[src/rtl/tanh_lut_fetch.sv]
`default_nettype none
// ============================================================================
// Module   : tanh_lut_fetch
// Purpose  : Front stage of the LSTM tanh activation unit. Splits a signed
//            Q4.4 sample into an integer table index and a 4-bit fraction.
//            Fetches the two bracketing entries of a 17-entry tanh table and
//            presents base / next_data / change / remaining to the linear
//            interpolator. This is a 2-stage ready/valid pipeline, so it
//            stalls cleanly under backpressure.
// Ports    : clk        rising-edge clock
//            rst        asynchronous reset, active low
//            in_valid   x_in carries a sample
//            in_ready   sample accepted this cycle
//            x_in       signed Q4.4 sample
//            out_valid  output bundle valid
//            out_ready  interpolator accepts the bundle
//            base       T(idx), signed Q4.4
//            next_data  T(idx+1), signed Q4.4
//            change     next_data - base
//            remaining  fraction x_in[3:0], zero-extended
// Revision : 1.0 - initial release
// ============================================================================
module tanh_lut_fetch #(
  parameter int WIDTH = 8,
  parameter int FRAC  = 4
) (
  input  logic             clk,
  input  logic             rst,
  input  logic             in_valid,
  output logic             in_ready,
  input  logic [WIDTH-1:0] x_in,
  output logic             out_valid,
  input  logic             out_ready,
  output logic [WIDTH-1:0] base,
  output logic [WIDTH-1:0] next_data,
  output logic [WIDTH-1:0] change,
  output logic [WIDTH-1:0] remaining
);

  // round(16*tanh(k)) in Q4.4
  localparam logic [WIDTH-1:0] c_m16 = 8'hF0;
  localparam logic [WIDTH-1:0] c_m15 = 8'hF1;
  localparam logic [WIDTH-1:0] c_m12 = 8'hF4;
  localparam logic [WIDTH-1:0] c_zero = 8'h00;
  localparam logic [WIDTH-1:0] c_p12 = 8'h0C;
  localparam logic [WIDTH-1:0] c_p15 = 8'h0F;
  localparam logic [WIDTH-1:0] c_p16 = 8'h10;

  // Table lookup over k = -8..8. The index is carried one bit wider than the
  // Q4.4 integer part so that idx+1 = 8 is representable. Everything outside
  // -2..2 is saturated, and the sign bit picks the saturation rail.
  function automatic logic [WIDTH-1:0] tanh_tab(input logic signed [4:0] k);
    logic [WIDTH-1:0] v;
    v = c_zero;
    case (k)
      -5'sd2:  v = c_m15;
      -5'sd1:  v = c_m12;
      5'sd0:   v = c_zero;
      5'sd1:   v = c_p12;
      5'sd2:   v = c_p15;
      default: v = k[4] ? c_m16 : c_p16;
    endcase
    return v;
  endfunction

  logic                    r_s1_valid;
  logic [WIDTH-FRAC-1:0]   r_idx;
  logic [FRAC-1:0]         r_frac;
  logic                    r_s2_valid;
  logic [WIDTH-1:0]        r_base;
  logic [WIDTH-1:0]        r_next;
  logic [WIDTH-1:0]        r_change;
  logic [WIDTH-1:0]        r_rem;

  logic                    w_adv1;
  logic                    w_adv2;
  logic signed [4:0]       w_k0;
  logic signed [4:0]       w_k1;
  logic [WIDTH-1:0]        w_base;
  logic [WIDTH-1:0]        w_next;

  // S2 takes S1 whenever it is empty or being drained in the same cycle. The
  // in_ready path is combinational from out_ready, so a full pipe that is
  // draining keeps accepting every cycle without a skid buffer.
  assign w_adv2   = r_s1_valid && (!r_s2_valid || out_ready);
  assign in_ready = !r_s1_valid || w_adv2;
  assign w_adv1   = in_valid && in_ready;

  assign w_k0   = {r_idx[WIDTH-FRAC-1], r_idx};
  assign w_k1   = w_k0 + 5'sd1;
  assign w_base = tanh_tab(w_k0);
  assign w_next = tanh_tab(w_k1);

  always_ff @(posedge clk or negedge rst) begin
    if (!rst) begin
      r_s1_valid <= 1'b0;
      r_idx      <= '0;
      r_frac     <= '0;
    end else begin
      if (w_adv1) begin
        r_s1_valid <= 1'b1;
        r_idx      <= x_in[WIDTH-1:FRAC];
        r_frac     <= x_in[FRAC-1:0];
      end else if (w_adv2) begin
        r_s1_valid <= 1'b0;
      end
    end
  end

  always_ff @(posedge clk or negedge rst) begin
    if (!rst) begin
      r_s2_valid <= 1'b0;
      r_base     <= '0;
      r_next     <= '0;
      r_change   <= '0;
      r_rem      <= '0;
    end else begin
      if (w_adv2) begin
        r_s2_valid <= 1'b1;
        r_base     <= w_base;
        r_next     <= w_next;
        // Adjacent entries differ by at most 12, so the 8-bit wrap-around
        // difference equals the truncated 9-bit signed difference.
        r_change   <= w_next - w_base;
        r_rem      <= {{(WIDTH-FRAC){1'b0}}, r_frac};
      end else if (r_s2_valid && out_ready) begin
        r_s2_valid <= 1'b0;
      end
    end
  end

  assign out_valid = r_s2_valid;
  assign base      = r_base;
  assign next_data = r_next;
  assign change    = r_change;
  assign remaining = r_rem;

endmodule
`default_nettype wire

[config.mk]
export PLATFORM = sky130hd
export DESIGN_NAME = tanh_lut_fetch
export DESIGN_NICKNAME = d
export VERILOG_FILES = /design/src/rtl/tanh_lut_fetch.sv
export SDC_FILE = /design/constraint.sdc
export NUM_CORES = 1
export LEC_CHECK = 0
export CAP_MARGIN = 20
export CORE_MARGIN = 10
export CORE_UTILIZATION = 37
export DETAILED_ROUTE_END_ITERATION = 7
export MAX_ROUTING_LAYER = met4
export PLACE_DENSITY = 0.72
export SLEW_MARGIN = 20
export SYNTH_ARGS = -nofsm -noshare
export SYNTH_HDL_FRONTEND = slang
export SYNTH_SLANG_ARGS = --single-unit
[constraint.sdc]
create_clock -name clk -period 6.3 [get_ports clk]
set_input_delay 0.63 -clock clk [delete_from_list [all_inputs] [get_ports clk]]
set_output_delay 0.63 -clock clk [all_outputs]
set_load 0.03 [all_outputs]
==> results.md, run 1 <==
* Outcome: finished clean
* TritonCTS clock tree: yes
* Flop-to-flop setup slack at 3860 ps
* VDD IR-drop max at between 100 and 150 uV
* Largest cells by area after synthesis: dfrtp_1 50%, nand2_1 7.5%, mux2_2 7.3%
* Sequential group share of total power at between 30% and 40%
* Syn Area/Cell at 10.37 um^2
* Clk_skew at 5.526 ps
* DR vias at 1228
* Clock buffer depth at 2
* Worst Setup End Kind: output pin
* Detailed Route Iter0 Violations at 66
* Req. time, crit path at 5670 ps
* Combinational power share at around 44%
* Number of global-route vias before repair at roughly 1300
* CP delay by family, top: buffers and inverters
* Max H-tree Level at 2
* Final Hold Vio Count at 0
* Post-Syn Instances at ~160
* Wl on met1 at 1.592 mm
* CP max FO at 3
* Critical Path Start Type: primary input
* Sequential area share after synthesis at 50.04%
* CTS Sinks at 34
* CP Cell Sequence: clkdlybuf4s50_1, nor2b_1, nand2_1, clkdlybuf4s50_1
* Critical path's largest stage delay at about 620 ps
* First-pass GRT wire length at between 5 and 6 mm
* Initial Util at between 30% and 40%
* Share of cells above drive strength 1 at between 10% and 20%
* R2R Path Start: r_idx[2]
* Die H at 87.79 um
* Num rows at 24
* Total Wirelength at between 3 and 4 mm
* I/O pin count at 46
* EDFF count, synth at 0
* # port buffers at 41
* Met2 wire len at between 1.5 and 2 mm
* Final setup vio count at 0
* Switching share of total power at between 30% and 40%
* Power Density at around 380 nW/um^2
* DRC Markers at 0
* Prevailing post-synth register cell: dfrtp_1
* Synth cell count leaders: 34 x dfrtp_1, 34 x nand2_1, 12 x o21ai_0, 11 x mux2_2
* TNS Setup at 0 ps
* Wire length per cell at ~14 um
* Global Route Usage Sum at 9.827%
* Top layer in use: met4
* DR WL met3 at about 300 um
* CP startpoint: out_ready
* Yosys top cell area share at between 50% and 60%
* Area growth syn-to-layout at 28.11%
* Final Cell Area at around 2200 um^2
* Num CTS Buffers at 5
* GR Overflow Total at 0
* CP max-delay cell: clkdlybuf4s50_1
* Hold path endpoint: remaining[2]
* Max-Cap Viols at 0
* DR vias/cell at between 4 and 5
* Hold path startpoint: r_frac[2]
* Synthesis warning total at 0
* R2r endpoint: change[7]
* Router iterations before antenna repair at 3
* Nets at 221
* Worst-Margin Slew at roughly 990 ps
* RSZ-0062 raised after global routing: no
* Max Slew Vio Count at 0
* WP buf/inv at 2
* Worst Hold Class: flop to flop
* Post-DP HPWL at around 2.7 mm
* Worst Path Arrival at 1980 ps
* R2r worst-path depth at 9
* Clock transition at the registers of the reported paths at ~70 ps
* Top cell type by total area after synthesis: dfrtp_1
* Hold buffer count at cts at 0
* Die ar. at 7707 um^2
* Int Pwr at roughly 0.00050 W
* CTS root buffer: clkbuf_8
* Detail Route Antenna Nets at 0
* Placer congestion estimate at about 0.85
* Rel. slew slack at between 30% and 40%
* Min cycle time layout at roughly 2600 ps
* Post-synthesis register bit count at 34
* Worst skew pair latency at between 200 and 300 ps
* Asr flop ratio synth at between 90% and 100%
* Synth Cell Area at roughly 1700 um^2
* Core box area at about 4400 um^2
* Fin crit share at between 40 and 50%
* Largest net degree at the start of global routing at 35
* Horiz. Die Dim at 87.79 um
* Post-CTS Resized at 0
* Switch Pwr at between 0.0003 and 0.0004 W
* Initial antenna violation count at 0
* Hold Crit Depth at 2
* P_leak at approximately 0.99 nW
* Postcts setup bufs at 0
* Synth unique cells at 42
* Ant. Diodes at 0
* Fmax at 382.8 MHz
* Clock share of power at a little under a fifth
* Worst path most repeated cell: clkdlybuf4s50_1
* Crit Path Category: primary input to output pin
* Post-DP Area at 2100 um^2
## area by class of cell
type	count	area (um^2)
multi-input combinational	112	739.5
timing repair buffer	42	417.9
fill	432	2236
clock buffer	5	68.82
inverter	7	26.28
tap	52	65.06
sequential	34	850.8
clock inverter	2	10.01
## state kept, by name, indices dropped and copies added, names as in the netlist
signal	flops
out_valid	1
base	6
r_idx	4
remaining	4
next_data	6
change	8
r_frac	4
r_s1_valid	1
## power by group through the flow
stage / logic, W / registers, W / clock network (W)
after global placement: 0.000364 / 0.000310 / 0
after floorplan: 0.000157 / 0.000388 / 0
final: 0.000363 / 0.000306 / 0.000149
after global routing: 0.000394 / 0.000315 / 0.000164
after detailed placement: 0.000367 / 0.000311 / 0
after CTS: 0.000368 / 0.000307 / 0.000153
## how the worst max path moves through the flow
stage	to	slack, ps	depth (start not counted)
after floorplan	change[7]	4090	10
after global placement	change[5]	3690	5
after detailed placement	change[5]	3640	5
after CTS	in_ready	3690	4
after global routing	in_ready	3630	4
final	in_ready	3690	4
## metal layers
metal	global-route usage, %	up-vias
li1	-	623
met1	11.54	570
met2	14.55	32
met3	3.900	3
met4	4.203	0
met5	-	-
## logic make-up (layout without fill, tap and decap cells)
family / Yosys count / in the layout / synth area share [%]
other: 1 / 4 / 0.2205
AO/OA/AOI/OAI: 27 / 27 / 9.934
buffers and inverters: 21 / 56 / 7.137
XOR/XNOR: 3 / 3 / 1.546
multiplexers: 12 / 12 / 8.168
flip-flops: 34 / 34 / 50.04
adder cells (fa/ha/maj): 7 / 7 / 5.592
AND/OR/NAND/NOR: 59 / 59 / 17.37
## placed cells by master (no fill, tap or decap), types with 4 or more instances in the layout
| cell type | count |
|---|---|
| nand2_1 | 34 |
| nand2b_1 | 8 |
| o21ai_0 | 12 |
| inv_1 | 6 |
| ha_1 | 6 |
| clkbuf_8 | 5 |
| conb_1 | 4 |
| clkdlybuf4s50_1 | 41 |
| dfrtp_1 | 34 |
| mux2_2 | 11 |
## per-stage QoR
step	hold slack (ps)	setup slack, ps	std cells	utilization, %	total power (W)
finish	471.7	3688	254	49.35	0.0008169
global route	505.0	3626	254	49.35	0.0008733
CTS	467.3	3689	254	49.35	0.0008278
detailed placement	455.4	3644	247	47.56	0.0006777
global placement	445.1	3688	247	47.56	0.0006737
floorplan	334.4	4093	167	-	0.0005451
## worst reg2reg max path, cell delays in order, from the launching register on
cell and delay [ps]:
dfrtp_1 480, or3_4 430, inv_2 80, and2_4 170
nor2_2 60, ha_1 320, o21ai_0 80, a21oi_1 260
o21ai_0 140, a221o_1 300
No activity file was read; power rests on OpenSTA's default activity.
==> run 2: changes to the inputs <==
Clock period 6.3 ns to 2.7 ns, I/O delays scaled along.
==> run 2 against run 1 <==
Net effect:
- critical endpoint is now change[7]
- clock power grew to 2.6 times the previous value
- first-iteration DRC count is 33% higher
- worst setup slack worse by 3400 ps
- core utilization is 0.79 points higher
- combinational power is 140% higher
- die area stayed put
- register-to-register slack worse by 3500 ps
- clock skew is 2.5 ps lower
==> results.md, run 2 (synthesis gave the netlist of run 1 again) <==
* Outcome: finished clean
* Rel. slew slack at 53.99%
* Max H-tree Level at 2
* Fmax at 422.8 MHz
* Initial antenna violation count at 0
* Max-Cap Viols at 0
* CTS Sinks at 34
* Horiz. Die Dim at roughly 88 um
* P_leak at just over 1 nW
* Wire length per cell at 14.47 um
* R2r worst-path depth at 9
* Detailed Route Iter0 Violations at ~90
* Post-CTS Resized at 0
* Worst Setup End Kind: flop
* Core box area at approximately 4400 um^2
* CP startpoint: r_idx[2]
* WP buf/inv at 1
* Detail Route Antenna Nets at 0
* Final Cell Area at 2213 um^2
* VDD IR-drop max at about 410 uV
* Worst-Margin Slew at slightly below 700 ps
* Worst Hold Class: primary input to async pin
* Post-DP Area at approximately 2100 um^2
* Final Hold Vio Count at 0
* Most frequent cells in the layout: 41 x clkdlybuf4s50_1, 34 x nand2_1, 34 x dfrtp_1
* Num CTS Buffers at 5
* Number of global-route vias before repair at 1280
* Power Density at 881.4 nW/um^2
* Req. time, crit path at between 2000 and 3000 ps
* Final setup vio count at 0
* Clock buffer depth at 2
* R2r endpoint: change[7]
* Share of cells above drive strength 1 at roughly 15%
* Area growth syn-to-layout at 30.17%
* DR vias/cell at ~4.8
* Die ar. at ~7700 um^2
* Flop-to-flop setup slack at between 300 and 400 ps
* Placer congestion estimate at about 0.84
* Total Wirelength at ~3.7 mm
* Worst Path Arrival at around 2500 ps
* CTS root buffer: clkbuf_8
* Largest net degree at the start of global routing at 35
* Num rows at 24
* Fin util at between 50% and 60%
* CP Cell Sequence: or3_4, inv_2, and2_4, nor2_2, ha_1, o21ai_0, a21oi_1, o21ai_0, a221o_1
* Largest register FFs at 8
* CP delay by family, top: compound AO/OA/AOI/OAI gates
* Nets at between 200 and 250
* Crit Path Category: flop to flop
* Commonest non-fill, non-tap cell in the layout: clkdlybuf4s50_1
* Fin crit share at between 80% and 90%
* Critical path's largest stage delay at roughly 470 ps
* Ant. Diodes at 0
* Worst skew pair latency at roughly 290 ps
* I/O pin count at 46
* Router iterations before antenna repair at 4
* GR Overflow Total at 0
* Global Route Usage Sum at between 10% and 20%
* Initial Util at between 30% and 40%
* Critical Path Start Type: flop
* RSZ-0062 raised after global routing: no
* R2R Path Start: r_idx[2]
* Die H at just under 90 um
* Min cycle time layout at ~2400 ps
* CP max FO at 8
* Post-DP HPWL at roughly 2.9 mm
* Clk_skew at around 3.1 ps
* DR vias at approximately 1200
* # port buffers at 41
* CP max-delay cell: dfrtp_1
* TritonCTS clock tree: yes
* TNS Setup at 0 ps
* First-pass GRT wire length at a little over 6 mm
* Postcts setup bufs at 0
* Clock transition at the registers of the reported paths at 60 ps
* Max Slew Vio Count at 0
* Hold buffer count at cts at 0
* DRC Markers at 0
* Worst path most repeated cell: o21ai_0
## run 2: cell types whose count changed in the layout (fill, tap and decap cells not counted), sizes merged
cell | before | now
clkbuf | 5 | 7
clkinv | 2 | 1
buf | 1 | 4
## run 2: final cells by class
cell class / instances / area, um^2
Fill cell: 425 / 2201
Sequential cell: 34 / 850.8
Multi-Input combinational cell: 112 / 739.5
Timing Repair Buffer: 45 / 440.4
Clock buffer: 7 / 86.33
Tap cell: 52 / 65.06
Inverter: 7 / 26.28
Clock inverter: 1 / 5.005
## run 2: power breakdown
part	internal, W	leakage [nW]	switching [W]
logic	0.000369	0.540	0.000488
clock network	0.000205	0.0482	0.000177
registers	0.000629	0.419	0.0000821
## run 2: worst max path at each step
stage | to | slack (ps) | cells after the start
3_5_place_dp | change[7] | 350 | 9
6_report | change[7] | 330 | 9
2_1_floorplan | change[7] | 490 | 10
4_1_cts | change[7] | 330 | 9
3_3_place_gp | change[7] | 400 | 9
5_1_grt | change[7] | 190 | 9
## run 2: per-layer routing
layer	vias up	wire [um]	global-route usage, %
met5	-	0	-
met2	33	1806	16.60
met1	573	1532	11.23
met3	3	381	5.571
met4	0	12	3.478
li1	627	-	-
## run 2: stage by stage
step / setup WS, ps / power (W) / hold WS (ps) / std cells
2_1_floorplan: 492.8 / 0.001272 / -25.59 / 167
3_3_place_gp: 395.7 / 0.001578 / 441.8 / 250
3_5_place_dp: 347.7 / 0.001595 / 454.9 / 250
4_1_cts: 334.4 / 0.001986 / 400.0 / 258
5_1_grt: 189.0 / 0.002091 / 428.7 / 258
6_report: 334.7 / 0.001951 / 391.4 / 258
